[src/rtl/mod_scale_up.sv]
// rtl/mod_scale_up.sv - sequential modular up-scaler, C = a * 2^SHIFT mod q
// One conditional-subtract doubling per cycle, valid/ready handshake on both sides.
module mod_scale_up #(
  parameter int DATA_SIZE = 30,
  parameter int SHIFT     = 30,
  parameter int CNT_W     = 6
) (
  input  logic                 clk,
  input  logic                 reset,
  input  logic [DATA_SIZE-1:0] q,
  input  logic                 in_valid,
  output logic                 in_ready,
  input  logic [DATA_SIZE-1:0] a,
  output logic                 out_valid,
  input  logic                 out_ready,
  output logic [DATA_SIZE-1:0] C
);

  typedef enum logic [1:0] {IDLE, RUN, DONE} state_t;

  localparam logic [CNT_W-1:0] SHIFT_C = CNT_W'(SHIFT);
  localparam logic [CNT_W-1:0] ONE_C   = CNT_W'(1);

  state_t               state_q, state_d;
  logic [DATA_SIZE-1:0] r_q, r_d;
  logic [DATA_SIZE-1:0] q_q, q_d;
  logic [DATA_SIZE-1:0] c_q, c_d;
  logic [CNT_W-1:0]     cnt_q, cnt_d;

  logic [DATA_SIZE-1:0] a_red;
  logic [DATA_SIZE:0]   t;
  logic [DATA_SIZE:0]   q_ext;
  logic [DATA_SIZE-1:0] r_step;

  // a < 2q, so one subtract brings the operand into [0, q).
  assign a_red = (a >= q) ? a - q : a;

  // Doubling keeps the carry bit so the compare sees the full DATA_SIZE+1 bits.
  assign t      = {r_q, 1'b0};
  assign q_ext  = {1'b0, q_q};
  assign r_step = (t >= q_ext) ? DATA_SIZE'(t - q_ext) : t[DATA_SIZE-1:0];

  always_comb begin
    state_d = state_q;
    r_d     = r_q;
    q_d     = q_q;
    c_d     = c_q;
    cnt_d   = cnt_q;
    case (state_q)
      IDLE: begin
        if (in_valid) begin
          q_d   = q;
          r_d   = a_red;
          cnt_d = SHIFT_C;
          if (SHIFT_C == '0) begin
            c_d     = a_red;
            state_d = DONE;
          end else begin
            state_d = RUN;
          end
        end
      end
      RUN: begin
        r_d   = r_step;
        cnt_d = cnt_q - ONE_C;
        if (cnt_q == ONE_C) begin
          c_d     = r_step;
          state_d = DONE;
        end
      end
      DONE: begin
        if (out_ready) state_d = IDLE;
      end
      default: state_d = IDLE;
    endcase
  end

  always_ff @(posedge clk) begin
    if (reset) begin
      state_q <= IDLE;
      r_q     <= '0;
      q_q     <= '0;
      c_q     <= '0;
      cnt_q   <= '0;
    end else begin
      state_q <= state_d;
      r_q     <= r_d;
      q_q     <= q_d;
      c_q     <= c_d;
      cnt_q   <= cnt_d;
    end
  end

  // Held off during reset so no operand is taken while the block is being cleared.
  assign in_ready  = (state_q == IDLE) && !reset;
  assign out_valid = (state_q == DONE);
  assign C         = c_q;

endmodule

[config.mk]
export PLATFORM = sky130hd
export DESIGN_NAME = mod_scale_up
export DESIGN_NICKNAME = d
export VERILOG_FILES = /design/src/rtl/mod_scale_up.sv
export SDC_FILE = /design/constraint.sdc
export NUM_CORES = 1
export LEC_CHECK = 0
export CAP_MARGIN = 10
export CORE_AREA = 2 2 115 117
export CTS_CLUSTER_DIAMETER = 80
export DETAILED_ROUTE_END_ITERATION = 12
export DIE_AREA = 0 0 117 119
export DONT_BUFFER_PORTS = 1
export HOLD_SLACK_MARGIN = 0.06
export MAX_ROUTING_LAYER = met4
export PLACE_DENSITY_LB_ADDON = 0.2
export SYNTH_ARGS = -nofsm -noshare
export SYNTH_HDL_FRONTEND = slang
export SYNTH_SLANG_ARGS = --single-unit
[constraint.sdc]
create_clock -name clk -period 3.31 [get_ports clk]
set_clock_uncertainty 0.15 [all_clocks]
set_input_delay 0.331 -clock clk [delete_from_list [all_inputs] [get_ports clk]]
set_output_delay 0.331 -clock clk [all_outputs]
set_load 0.05 [all_outputs]
# Word-level counts from Yosys, hierarchy flattened
# Cells that the tools add are included.
# Widths: inputs -> output; s select.
[word_totals] elab_cells=34 input_bits=64 register_bits=98
[classes] addsub=3 n_mux=10 n_eq_ne=6 n_lt_le_gt_ge=2 reduce_logical=8
[ops] operator="$mux 30" count=3
[ops] operator="$pmux 30 s2" count=1
[ops] operator="$sub 30x30->30" count=2
[ops] operator="$ge 31x30->1" count=1
[ops] operator="$ge 30x30->1" count=1
[ops] operator="$pmux 6 s2" count=1
[ops] operator="$eq 6x1->1 const B" count=1
[ops] operator="$mux 2" count=3
[ops] operator="$mux 6" count=1
[ops] operator="$pmux 2 s3" count=1
[ops] operator="$reduce_and 2->1" count=3
[ops] operator="$sub 6x1->6 const B" count=1
[ops] operator="$ne 2x2->1 const B" count=2
[ops] operator="$reduce_and 3->1" count=1
[ops] operator="$eq 2x1->1 const B" count=1
[ops] operator="$eq 2x2->1 const B" count=1
[ops] operator="$logic_not 2->1" count=1
[ops] operator="$ne 2x1->1 const B" count=1
[ops] operator="$reduce_bool 2->1" count=1
[ops] operator="$logic_and 1x1->1" count=1
[ops] operator="$logic_not 1->1" count=1

# Longest topological paths before layout
# Gate-level depths: netlist (run 1).
[logic_depth] word_depth=4 ltp_mapped=13

# Worst setup path before layout (run 1)
# Ideal clock, no wire load.
[synth_path] path_kind="input port to flip-flop" from="input a[0]" to="register r_q[17]" arrival_ps=2752 path_slack_ps=276 path_stages=12 path_cell_list="inv_1 > ha_1 > fa_1 > nand2b_1 > a21o_1 > a21bo_2 > a311oi_1 > o31ai_4 > and2_0 > buf_2 > a222oi_1 > a21oi_1"
[synth_via] elab_chain_len=4 word_cells_on_any_way=5
[synth_rtl] item="start: declaration" line_no="13" rtl="input logic [DATA_SIZE-1:0] a,"
[synth_rtl] item="$sub 30x30->30 or $ge 30x30->1 (tied branches)" line_no="36" rtl="assign a_red = (a >= q) ? a - q : a;"
[synth_rtl] item="$mux 30 *" line_no="36"
[synth_rtl] item="$mux 30 *" line_no="51" rtl="if (in_valid) begin"
[synth_rtl] item="$pmux 30 s2 *" line_no="49" rtl="case (state_q)"
[synth_rtl] item="end signal: assignment" line_no="87" rtl="r_q <= r_d;"
[synth_rtl] item="end: declaration" line_no="25" rtl="logic [DATA_SIZE-1:0] r_q, r_d;"
# Every way passes the cells marked *; elsewhere a longest branch is shown, timed or not. The select of a mux whose other input is x is not followed.
# A chain may end at the register's enable or synchronous reset.

# Final worst setup path (run 1)
[layout_path] from="register r_q[22]" to="register c_q[3], in the netlist C[3]"
[layout_via] elab_chain_len=2
[layout_rtl] item="$ge 31x30->1" line_no="41" rtl="assign r_step = (t >= q_ext) ? DATA_SIZE'(t - q_ext) : t[DATA_SIZE-1:0];"
[layout_rtl] item="$mux 30" line_no="41"
[layout_rtl] item="end signal: assignment" line_no="83" rtl="c_q <= '0;"
[layout_rtl] item="end signal: assignment" line_no="89" rtl="c_q <= c_d;"
[layout_rtl] item="end: declaration" line_no="27" rtl="logic [DATA_SIZE-1:0] c_q, c_d;"
# No other way between the ends.

==> results by group, run 1 <==
Run
  • Max capacitance violation total: 0

Synth
  • Flip-flop and latch count after synthesis: 98
  • Asr flop ratio synth: 0%
  • Gate Count Post-Synth: 1102
  • Top-count cell post-synth: sky130_fd_sc_hd__a21oi_1
  • Leading register cell type out of synthesis: sky130_fd_sc_hd__dfxtp_1
  • Sequential cell area fraction in the yosys report: 24.17%
  • Yosys warnings: 0
  • Post-synthesis cell area: 8118 um^2
  • Share of the synthesized area in the top cell type: 24.17%
  • Top cells by area, synth: sky130_fd_sc_hd__dfxtp_1 (24%), sky130_fd_sc_hd__ha_1 (9.6%), sky130_fd_sc_hd__a21oi_1 (8.3%)
  • Most instantiated cells after synthesis: sky130_fd_sc_hd__a21oi_1 (135), sky130_fd_sc_hd__nand2_1 (124), sky130_fd_sc_hd__dfxtp_1 (98)
  • Syn nets: 1230
  • Avg Inst Size Synth: 7.366 um^2
  • Count of flip-flops with a built-in enable after synthesis: 0
  • Distinct cells, synth: 77
  • Dominant cell type by area after synthesis: sky130_fd_sc_hd__dfxtp_1

Clock tree
  • H-tree depth: 3
  • Clock transition at the registers of the reported paths: 0.07 ns
  • Clock latency of the later-clocked register in the worst-skew pair: 0.35 ns
  • Clock tree from TritonCTS: done
  • Clock buffer count from CTS: 9
  • CTS sink cnt: 98
  • Root buffer cell: sky130_fd_sc_hd__clkbuf_16
  • Clock Path Buffers: 2

STA
  • RSZ-0062 raised after global routing: true
  • Final number of setup-violating endpoints: 0
  • Slew Limit Fails: 0
  • Min Tclk post-route: 3.218 ns
  • Tightest slew margin relative to the limit: 35.34%
  • Fin crit share: 97.21%
  • Maximum frequency from static timing analysis: 310.8 MHz
  • Slew @ Worst Pin: 0.9647 ns
  • Final TNS setup: 0 ns
  • Final-report hold violation count: 0

Routing
  • DR iter-0 viols: 1087
  • Vias per cell: 6.482
  • Vias: 8498
  • TritonRoute pass-1 iters: 7
  • Average wire length per cell after detail routing: 19.64 um
  • Antenna Nets Post-Route: 0
  • Remaining DRCs: 0
  • Total routed wirelength: 25750 um

Worst setup path
  • Arrival time reported for the critical path endpoint: 3.34 ns
  • CP Max Fanout: 7
  • Launch point of the worst path: r_q[22]$_SDFFE_PP0P_
  • Required time at the endpoint of the critical path: 3.43 ns
  • Capturing element type of the critical path: flop
  • Worst Path Class, Setup: reg -> reg
  • Startpoint class of the critical path: flop
  • Startpoint of the worst register-to-register path: r_q[22]$_SDFFE_PP0P_

Global routing
  • Remaining global-route overflow: 0
  • Largest net degree at the start of global routing: 98
  • Initial antenna violation count: 0
  • Global-route wire length before repair: 40450 um
  • Global-route usage over all layers: 37.86%
  • Via count of the first global-routing pass: 7821

Layout
  • # fillers: 1093
  • Fraction of layout cells with a size suffix above 1: 8.546%
  • Area Growth Syn to Fin: 12.82%
  • Final non-filler cell area: 9159 um^2
  • Net count reported at finish: 1258
  • Antenna fix cells: 0

Floorplan
  • Total number of placement rows: 42
  • Floorplan die area: 13920 um^2
  • Die H: 119 um
  • Total I/O pin count: 96
  • Starting Density: 63.05%
  • Area inside the core boundary: 12870 um^2
  • Overall die width: 117 um

Placement
  • Area after detailed placement: 8414 um^2
  • Count of port buffers added during placement: 0
  • DPL Wire Length: 18950 um
  • Last weighted congestion value of the routability-driven placer: 1.001

Hold path
  • Worst min-delay path category: in -> reg
  • Startpoint of the most critical hold path: reset

Run status
  • Outcome: complete, no violations

Pwr
  • Pleak: 3.827 nW
  • Peak supply drop: 370.0 uV
  • Power per cell area: 809.9 nW/um^2
## per-layer routing
layer / track usage [%] / part of all wire (%) / vias to the layer above
li1: - / - / 4034
met1: 55.49 / 44 / 3957
met2: 53.90 / 43 / 467
met3: 7.634 / 11 / 40
met4: 8.015 / 1.7 / 0
met5: - / 0 / -
## layout make-up
type                    instances  area, um^2  share of cell area [%]
flip-flops and latches         98        1962                   21.42
clock buffers                  13       260.3                   2.842
well taps                     176       220.2                   2.404
clock inverters                 3       23.77                  0.2596
multi-input cells             864        5669                   61.90
repair buffers                 80       734.5                   8.019
inverters                      77       289.0                   3.156
## cells in the final DEF (no fill, tap or decap), types with 29 or more instances in the layout
cell type / instances
sky130_fd_sc_hd__buf_4: 42
sky130_fd_sc_hd__dlygate4sd3_1: 34
sky130_fd_sc_hd__nand2_1: 124
sky130_fd_sc_hd__xnor2_1: 29
sky130_fd_sc_hd__dfxtp_1: 98
sky130_fd_sc_hd__inv_1: 77
sky130_fd_sc_hd__o21ai_0: 47
sky130_fd_sc_hd__a21oi_1: 131
sky130_fd_sc_hd__a21o_1: 38
sky130_fd_sc_hd__nor2_1: 88
sky130_fd_sc_hd__ha_1: 59
## final timing paths
check	slack [ns]	cells past startpoint	end
max reg2reg	0.09	9	C[3]$_SDFFE_PP0P_
max	0.09	9	C[3]$_SDFFE_PP0P_
min	0.08	2	r_q[21]$_SDFFE_PP0P_
min reg2reg	0.31	2	q_q[7]$_SDFFE_PP0P_
## repair_timing
action | in CTS | in global routing
hold endpoints to repair | 97 | 0
cloned | 0 | 1
resized for setup | 1 | 15
setup buffers | 0 | 3
hold buffers | 35 | 0
pin swaps | 0 | 5
setup endpoints to repair | 1 | 44
## cell families after synthesis
logic type / count (synthesis) / synth area share, %
flops: 98 / 24.17
buf+inv: 141 / 6.982
simple gates: 356 / 20.58
fa+ha+maj: 64 / 10.05
mux: 15 / 1.850
compound gates: 380 / 31.20
xor+xnor: 48 / 5.179
## state kept, by name (all words and copies together), names as in the netlist
| signal | count |
|---|---|
| cnt_q | 6 |
| q_q | 30 |
| r_q | 30 |
| state_q | 2 |
| C | 30 |
## power by group
| group | leakage (nW) | internal (W) | switching [W] |
|---|---|---|---|
| registers | 0.802 | 0.00134 | 0.000174 |
| logic | 2.89 | 0.00194 | 0.00293 |
| clock network | 0.132 | 0.000554 | 0.000475 |
## metrics by stage
step / power (W) / cells / utilization (%) / hold slack, ns / setup WS (ns)
4_1_cts: 0.007092 / 1307 / 70.49 / 0.06743 / 0.01440
3_5_place_dp: 0.005965 / 1256 / 65.35 / 0.2598 / 0.006133
2_1_floorplan: 0.004823 / 1102 / - / 0.2863 / 0.2759
5_1_grt: 0.007845 / 1311 / 71.14 / 0.07349 / -0.008057
6_report: 0.007418 / 1311 / 71.14 / 0.07522 / 0.09247
3_3_place_gp: 0.005962 / 1256 / 65.35 / 0.2558 / -0.003411
## critical path: stages, from the launching register on
cell and delay [ns]:
sky130_fd_sc_hd__dfxtp_1 0.36, sky130_fd_sc_hd__ha_2 0.41, sky130_fd_sc_hd__nand3_2 0.12, sky130_fd_sc_hd__or3_4 0.39
sky130_fd_sc_hd__or4_4 0.53, sky130_fd_sc_hd__a31oi_4 0.31, sky130_fd_sc_hd__buf_4 0.23, sky130_fd_sc_hd__nor3_1 0.07
sky130_fd_sc_hd__or2_2 0.35, sky130_fd_sc_hd__a211oi_1 0.21
Power figures use the tool's default switching activity.
==> run 2, diff against run 1 <==
--- a/config.mk
+++ b/config.mk
@@ -5,15 +5,17 @@
 export SDC_FILE = /design/constraint.sdc
 export NUM_CORES = 1
 export LEC_CHECK = 0
+export ABC_AREA = 1
 export CAP_MARGIN = 10
-export CORE_AREA = 2 2 115 117
+export CORE_AREA = 2 2 135 137
 export CTS_CLUSTER_DIAMETER = 80
 export DETAILED_ROUTE_END_ITERATION = 12
-export DIE_AREA = 0 0 117 119
+export DIE_AREA = 0 0 137 139
 export DONT_BUFFER_PORTS = 1
 export HOLD_SLACK_MARGIN = 0.06
 export MAX_ROUTING_LAYER = met4
 export PLACE_DENSITY_LB_ADDON = 0.2
+export REMOVE_ABC_BUFFERS = 1
 export SYNTH_ARGS = -nofsm -noshare
 export SYNTH_HDL_FRONTEND = slang
 export SYNTH_SLANG_ARGS = --single-unit
==> run 2 against run 1 <==
Against the previous run: count of clock-buffer cells in the layout is 3 lower; critical endpoint is now r_q[16]$_SDFFE_PP0P_; global-route usage is 3.8 points lower; first-iteration DRC count shrank 22%.
==> results by group, run 2 <==
Global routing
  • Via count of the first global-routing pass: 9567 (was 7821)
  • Initial antenna violation count: 0 (unchanged)
  • Global-route wire length before repair: 49340 um (was 40450 um)
  • Largest net degree at the start of global routing: 87 (was 98)
  • Remaining global-route overflow: 0 (unchanged)
  • Global-route usage over all layers: 34.09% (was 37.86%)

Clock tree
  • CTS sink cnt: 98 (unchanged)
  • Clock latency of the later-clocked register in the worst-skew pair: 0.35 ns (about the same)
  • Root buffer cell: sky130_fd_sc_hd__clkbuf_16 (unchanged)
  • Clock transition at the registers of the reported paths: 0.07 ns (about the same)
  • H-tree depth: 3 (unchanged)
  • Clock buffer count from CTS: 9 (unchanged)
  • Clock Path Buffers: 2 (unchanged)
  • Clock tree from TritonCTS: done (unchanged)

STA
  • Slew Limit Fails: 0 (unchanged)
  • Tightest slew margin relative to the limit: 21.47% (was 35.34%)
  • Fin crit share: 86.16% (was 97.21%)
  • Final number of setup-violating endpoints: 0 (unchanged)
  • Final TNS setup: 0 ns (unchanged)
  • Final-report hold violation count: 0 (unchanged)
  • Slew @ Worst Pin: 1.174 ns (was 0.9647 ns)
  • Min Tclk post-route: 2.852 ns (was 3.218 ns)
  • Maximum frequency from static timing analysis: 350.6 MHz (was 310.8 MHz)
  • RSZ-0062 raised after global routing: false (was true)

Worst setup path
  • Startpoint class of the critical path: flop (unchanged)
  • Arrival time reported for the critical path endpoint: 3.00 ns (was 3.34 ns)
  • Startpoint of the worst register-to-register path: q_q[26]$_SDFFE_PP0P_ (was r_q[22]$_SDFFE_PP0P_)
  • Capturing element type of the critical path: flop (unchanged)
  • Worst reg2reg path depth: 15 (was 9)
  • Required time at the endpoint of the critical path: 3.45 ns (was 3.43 ns)
  • CP Max Fanout: 21 (was 7)
  • Launch point of the worst path: q_q[26]$_SDFFE_PP0P_ (was r_q[22]$_SDFFE_PP0P_)
  • Worst Path Class, Setup: reg -> reg (unchanged)
  • Worst R2R Setup Slack: 0.46 ns (was 0.09 ns)

Synth
  • Sequential cell area fraction in the yosys report: 20.75% (was 24.17%)
  • Avg Inst Size Synth: 5.522 um^2 (was 7.366 um^2)
  • Dominant cell type by area after synthesis: sky130_fd_sc_hd__nand2_1 (was sky130_fd_sc_hd__dfxtp_1)
  • Count of flip-flops with a built-in enable after synthesis: 0 (unchanged)
  • Gate Count Post-Synth: 1712 (was 1102)
  • Distinct cells, synth: 42 (was 77)
  • Most instantiated cells after synthesis: sky130_fd_sc_hd__nand2_1 (588), sky130_fd_sc_hd__inv_1 (363), sky130_fd_sc_hd__nor2_1 (154) (was sky130_fd_sc_hd__a21oi_1 (135), sky130_fd_sc_hd__nand2_1 (124), sky130_fd_sc_hd__dfxtp_1 (98))
  • Asr flop ratio synth: 0% (unchanged)
  • Flip-flop and latch count after synthesis: 98 (unchanged)
  • Post-synthesis cell area: 9453 um^2 (was 8118 um^2)
  • Top-count cell post-synth: sky130_fd_sc_hd__nand2_1 (was sky130_fd_sc_hd__a21oi_1)
  • Share of the synthesized area in the top cell type: 23.35% (was 24.17%)
  • Top cells by area, synth: sky130_fd_sc_hd__nand2_1 (23%), sky130_fd_sc_hd__dfxtp_1 (21%), sky130_fd_sc_hd__inv_1 (14%) (was sky130_fd_sc_hd__dfxtp_1 (24%), sky130_fd_sc_hd__ha_1 (9.6%), sky130_fd_sc_hd__a21oi_1 (8.3%))
  • Leading register cell type out of synthesis: sky130_fd_sc_hd__dfxtp_1 (unchanged)
  • Yosys warnings: 0 (unchanged)

Placement
  • DPL Wire Length: 24680 um (was 18950 um)
  • Last weighted congestion value of the routability-driven placer: 0.9853 (was 1.001)
  • Area after detailed placement: 9635 um^2 (was 8414 um^2)
  • Count of port buffers added during placement: 0 (unchanged)

Layout
  • Most frequent standard cell in the layout excluding fill and tap cells: sky130_fd_sc_hd__nand2_1 (was sky130_fd_sc_hd__a21oi_1)
  • Net count reported at finish: 1843 (was 1258)
  • Area Growth Syn to Fin: 7.703% (was 12.82%)
  • Final non-filler cell area: 10180 um^2 (was 9159 um^2)
  • Fraction of layout cells with a size suffix above 1: 2.674% (was 8.546%)
  • Most frequent cells in the layout: sky130_fd_sc_hd__nand2_1 (587), sky130_fd_sc_hd__inv_1 (362), sky130_fd_sc_hd__nor2_1 (151), sky130_fd_sc_hd__nand3_1 (151), sky130_fd_sc_hd__dfxtp_1 (98) (was sky130_fd_sc_hd__a21oi_1 (131), sky130_fd_sc_hd__nand2_1 (124), sky130_fd_sc_hd__dfxtp_1 (98))
  • Antenna fix cells: 0 (unchanged)
  • # fillers: 1901 (was 1093)

Routing
  • Vias: 10080 (was 8498)
  • Total routed wirelength: 30710 um (was 25750 um)
  • Remaining DRCs: 0 (unchanged)
  • Vias per cell: 5.170 (was 6.482)
  • TritonRoute pass-1 iters: 5 (was 7)
  • Antenna Nets Post-Route: 0 (unchanged)
  • Average wire length per cell after detail routing: 15.76 um (was 19.64 um)
  • DR iter-0 viols: 843 (was 1087)

Run status
  • Outcome: complete, no violations (unchanged)

Pwr
  • Power per cell area: 608.7 nW/um^2 (was 809.9 nW/um^2)
  • Peak supply drop: 383.2 uV (was 370.0 uV)
  • Pleak: 5.959 nW (was 3.827 nW)

Hold path
  • Cell depth of the worst hold path: 2 (unchanged)
  • Worst min-delay path category: in -> reg (unchanged)
  • Startpoint of the most critical hold path: q[17] (was reset)

Floorplan
  • Starting Density: 53.54% (was 63.05%)
  • Total I/O pin count: 96 (unchanged)
  • Floorplan die area: 19040 um^2 (was 13920 um^2)
  • Area inside the core boundary: 17660 um^2 (was 12870 um^2)
  • Die H: 139 um (was 119 um)
  • Total number of placement rows: 49 (was 42)
  • Overall die width: 137 um (was 117 um)

Run
  • Max capacitance violation total: 0 (unchanged)
-- run 2: cell count changes after synthesis, moves of 15 or more --
cell | previous run | this run
sky130_fd_sc_hd__mux2i_1 | 15 | 0
sky130_fd_sc_hd__clkbuf_1 | 45 | 21
sky130_fd_sc_hd__nor2_1 | 89 | 154
sky130_fd_sc_hd__nand3_1 | 27 | 151
sky130_fd_sc_hd__a21o_1 | 38 | 7
sky130_fd_sc_hd__a21oi_1 | 135 | 75
sky130_fd_sc_hd__inv_1 | 77 | 363
sky130_fd_sc_hd__nand2_1 | 124 | 588
sky130_fd_sc_hd__a211oi_1 | 20 | 1
-- run 2: routing by layer --
layer | track usage (%) | wire length [um] | vias up
met2 | 52.21 | 13680 | 292
li1 | - | - | 5254
met1 | 46.21 | 14200 | 4478
met5 | - | 0 | -
met3 | 5.519 | 1960 | 52
met4 | 9.604 | 874 | 0
-- run 2: worst max-delay path, stage by stage (launching register included) --
cell                      delay, ns
sky130_fd_sc_hd__dfxtp_1       0.32
sky130_fd_sc_hd__inv_1         0.07
sky130_fd_sc_hd__ha_1          0.36
sky130_fd_sc_hd__a21oi_1       0.31
sky130_fd_sc_hd__nand2_1       0.09
sky130_fd_sc_hd__nand2_1       0.06
sky130_fd_sc_hd__nand2_1       0.08
sky130_fd_sc_hd__a21oi_1       0.17
sky130_fd_sc_hd__nand3_2       0.20
sky130_fd_sc_hd__inv_2         0.43
sky130_fd_sc_hd__nand2_1       0.11
sky130_fd_sc_hd__nand2_1       0.16
sky130_fd_sc_hd__nand2_1       0.07
sky130_fd_sc_hd__nand3_1       0.08
sky130_fd_sc_hd__nand2_1       0.05
sky130_fd_sc_hd__inv_1         0.08
-- run 2: worst paths after layout --
kind	to
worst max-delay path	r_q[16]$_SDFFE_PP0P_
worst min-delay path	q_q[17]$_SDFFE_PP0P_
worst min register to register	q_q[19]$_SDFFE_PP0P_
worst max register to register	r_q[16]$_SDFFE_PP0P_
-- run 2: cell families after synthesis --
logic type	share of synthesized area [%]
AO/OA/AOI/OAI	9.504
XOR/XNOR	2.409
adder cells (fa/ha/maj)	8.630
buffers and inverters	16.93
flip-flops	20.75
AND/OR/NAND/NOR	41.77
-- run 2: layout make-up --
cell class                 instances  area, um^2  area share [%]
timing repair buffer              33       312.8           3.072
multi-input combinational       1207        5911           58.06
tap                              229       286.5           2.814
sequential                        98        1962           19.27
inverter                         366        1374           13.49
clock inverter                     6       96.34          0.9463
clock buffer                      10       239.0           2.347
-- run 2: what timing repair did --
item                      4_1_cts  5_1_grt
buffers inserted                0        0
gates resized for setup         0        0
hold buffers                   21        0
hold endpoints to repair       42        0
-- run 2: per-stage QoR --
stage	util (%)	setup slack (ns)	hold WS (ns)	cells	power, W
after floorplan	-	-1.119	0.2501	1671	0.003973
after global placement	54.57	0.2376	0.2544	1912	0.004923
after detailed placement	54.57	0.2741	0.2578	1912	0.004939
after CTS	57.66	0.4950	0.06172	1949	0.006167
after global routing	57.66	0.1872	0.07588	1949	0.006735
final	57.66	0.4579	0.06131	1949	0.006197
-- run 2: power by group --
group	internal, W	switching, W	leakage [nW]	total [W]
Clock	0.000693	0.000498	0.161	0.00119
Combinational	0.00112	0.00245	4.99	0.00357
Sequential	0.00132	0.000121	0.804	0.00144
Total	0.00313	0.00306	5.96	0.00620
==> run 3, diff against run 2 <==
--- a/config.mk
+++ b/config.mk
@@ -12,7 +12,7 @@
 export DETAILED_ROUTE_END_ITERATION = 12
 export DIE_AREA = 0 0 137 139
 export DONT_BUFFER_PORTS = 1
-export HOLD_SLACK_MARGIN = 0.06
+export HOLD_SLACK_MARGIN = 0.1
 export MAX_ROUTING_LAYER = met4
 export PLACE_DENSITY_LB_ADDON = 0.2
 export REMOVE_ABC_BUFFERS = 1
==> run 3 against run 2 <==
Against the previous run: final cell count increased by 0.31%; critical endpoint is now r_q[12]$_SDFFE_PP0P_; critical path depth is the same; clock power barely moved; first-iteration DRC count increased by 1.4%; total power is 0.18% higher; register-to-register slack worse by 0.02 ns; largest cell class unchanged; largest power group unchanged; die area unchanged.
==> results by group, run 3 (synthesis results as in run 2) <==
STA
  • Tightest slew margin relative to the limit: 21.29% (was 21.47%)
  • Final-report hold violation count: 0 (unchanged)
  • Slew @ Worst Pin: 1.177 ns (was 1.174 ns)
  • Worst path setup slack after routing: 0.4367 ns (was 0.4579 ns)
  • Slew Limit Fails: 0 (unchanged)
  • Final number of setup-violating endpoints: 0 (unchanged)
  • Min Tclk post-route: 2.873 ns (was 2.852 ns)
  • RSZ-0062 raised after global routing: false (unchanged)
  • Fin crit share: 86.81% (was 86.16%)
  • Maximum frequency from static timing analysis: 348.0 MHz (was 350.6 MHz)

Routing
  • Vias: 10160 (was 10080)
  • Total routed wirelength: 30790 um (was 30710 um)
  • Average wire length per cell after detail routing: 15.75 um (was 15.76 um)
  • Vias per cell: 5.199 (was 5.170)
  • DR iter-0 viols: 855 (was 843)
  • Antenna Nets Post-Route: 0 (unchanged)
  • Remaining DRCs: 0 (unchanged)
  • TritonRoute pass-1 iters: 6 (was 5)

Global routing
  • Remaining global-route overflow: 0 (unchanged)
  • Initial antenna violation count: 0 (unchanged)
  • Global-route usage over all layers: 34.16% (was 34.09%)
  • Global-route wire length before repair: 49440 um (was 49340 um)
  • Via count of the first global-routing pass: 9602 (was 9567)
  • Largest net degree at the start of global routing: 87 (unchanged)

Floorplan
  • Die H: 139 um (unchanged)
  • Starting Density: 53.54% (unchanged)
  • Floorplan die area: 19040 um^2 (unchanged)
  • Area inside the core boundary: 17660 um^2 (unchanged)
  • Total number of placement rows: 49 (unchanged)
  • Overall die width: 137 um (unchanged)
  • Total I/O pin count: 96 (unchanged)

Clock tree
  • Clock tree from TritonCTS: done (unchanged)
  • Clock buffer count from CTS: 9 (unchanged)
  • Root buffer cell: sky130_fd_sc_hd__clkbuf_16 (unchanged)
  • Clock Path Buffers: 2 (unchanged)
  • Clock latency of the later-clocked register in the worst-skew pair: 0.35 ns (about the same)
  • H-tree depth: 3 (unchanged)
  • CTS sink cnt: 98 (unchanged)
  • Post-CTS Setup Bufs: 0 (unchanged)
  • Clock transition at the registers of the reported paths: 0.07 ns (about the same)

Layout
  • Final core utilization: 58.00% (was 57.66%)
  • Most frequent standard cell in the layout excluding fill and tap cells: sky130_fd_sc_hd__nand2_1 (unchanged)
  • Most frequent cells in the layout: sky130_fd_sc_hd__nand2_1 (587), sky130_fd_sc_hd__inv_1 (362), sky130_fd_sc_hd__nor2_1 (151), sky130_fd_sc_hd__nand3_1 (151), sky130_fd_sc_hd__dfxtp_1 (98) (unchanged)
  • Antenna fix cells: 0 (unchanged)
  • Area Growth Syn to Fin: 8.339% (was 7.703%)
  • Net count reported at finish: 1849 (was 1843)
  • Fraction of layout cells with a size suffix above 1: 2.665% (was 2.674%)

Pwr
  • Power per cell area: 606.2 nW/um^2 (was 608.7 nW/um^2)
  • Pleak: 5.984 nW (was 5.959 nW)
  • Peak supply drop: 382.4 uV (was 383.2 uV)

Placement
  • DPL Wire Length: 24680 um (unchanged)
  • Last weighted congestion value of the routability-driven placer: 0.9853 (unchanged)
  • DP Worst Slack: 0.2741 ns (unchanged)
  • Count of port buffers added during placement: 0 (unchanged)

Worst setup path
  • Capturing element type of the critical path: flop (unchanged)
  • Arrival time reported for the critical path endpoint: 3.01 ns (was 3.00 ns)
  • Startpoint class of the critical path: flop (unchanged)
  • Required time at the endpoint of the critical path: 3.45 ns (about the same)
  • Worst Path Class, Setup: reg -> reg (unchanged)
  • CP Max Fanout: 21 (unchanged)
  • Worst R2R Setup Slack: 0.44 ns (was 0.46 ns)

Run status
  • Outcome: complete, no violations (unchanged)

Hold path
  • Worst min-delay path category: in -> reg (unchanged)

Run
  • Max capacitance violation total: 0 (unchanged)
[run 3: timing repair]
item,CTS,global route
resized for setup,0,0
hold endpoints to repair,48,0
hold buffers,27,0
[run 3: final timing paths]
path / startpoint / cells after the start / end
worst max-delay path: q_q[26]$_SDFFE_PP0P_ / 15 / r_q[12]$_SDFFE_PP0P_
worst min-delay path: q[9] / 2 / q_q[9]$_SDFFE_PP0P_
worst min register to register: q_q[19]$_SDFFE_PP0P_ / 2 / q_q[19]$_SDFFE_PP0P_
worst max register to register: q_q[26]$_SDFFE_PP0P_ / 15 / r_q[12]$_SDFFE_PP0P_
[run 3: power breakdown]
| group | internal (W) | total [W] | switching, W |
|---|---|---|---|
| Sequential | 0.00132 | 0.00144 | 0.000121 |
| Combinational | 0.00113 | 0.00359 | 0.00246 |
| Clock | 0.000693 | 0.00119 | 0.000493 |
[run 3: area by class of cell]
cell class	count	area, um^2
clock buffers	10	239.0
clock inverters	6	96.34
fillers	1898	7416
inverters	366	1374
multi-input cells	1207	5911
flip-flops and latches	98	1962
well taps	229	286.5
repair buffers	39	372.9
[run 3: per-stage QoR]
step	hold WS (ns)	total power [W]	TNS [ns]	area [um^2]	std cells
after floorplan	0.2501	0.003973	-45.35	9226	1671
after global placement	0.2544	0.004923	0	9635	1912
after detailed placement	0.2578	0.004939	0	9635	1912
after CTS	0.1015	0.006173	0	10240	1955
after global routing	0.1117	0.006743	0	10240	1955
final	0.1250	0.006208	0	10240	1955
[run 3: worst max-delay path, stage by stage (launching register included)]
cell and delay (ns):
sky130_fd_sc_hd__dfxtp_1 0.32, sky130_fd_sc_hd__inv_1 0.07, sky130_fd_sc_hd__ha_1 0.37, sky130_fd_sc_hd__a21oi_1 0.32
sky130_fd_sc_hd__nand2_1 0.09, sky130_fd_sc_hd__nand2_1 0.06, sky130_fd_sc_hd__nand2_1 0.08, sky130_fd_sc_hd__a21oi_1 0.17
sky130_fd_sc_hd__nand3_2 0.20, sky130_fd_sc_hd__inv_2 0.43, sky130_fd_sc_hd__nand2_1 0.11, sky130_fd_sc_hd__nand2_1 0.18
sky130_fd_sc_hd__nand2_1 0.07, sky130_fd_sc_hd__nand3_1 0.07, sky130_fd_sc_hd__nand2_1 0.05, sky130_fd_sc_hd__inv_1 0.07
[run 3: routing by layer]
metal  vias to the layer above  global-route usage, %  wire, um
met4                         0                  9.767       854
met3                        48                  4.861      1960
li1                       5265                      -         -
met1                      4550                  46.59     14250
met2                       301                  52.40     13720
met5                         -                      -         0
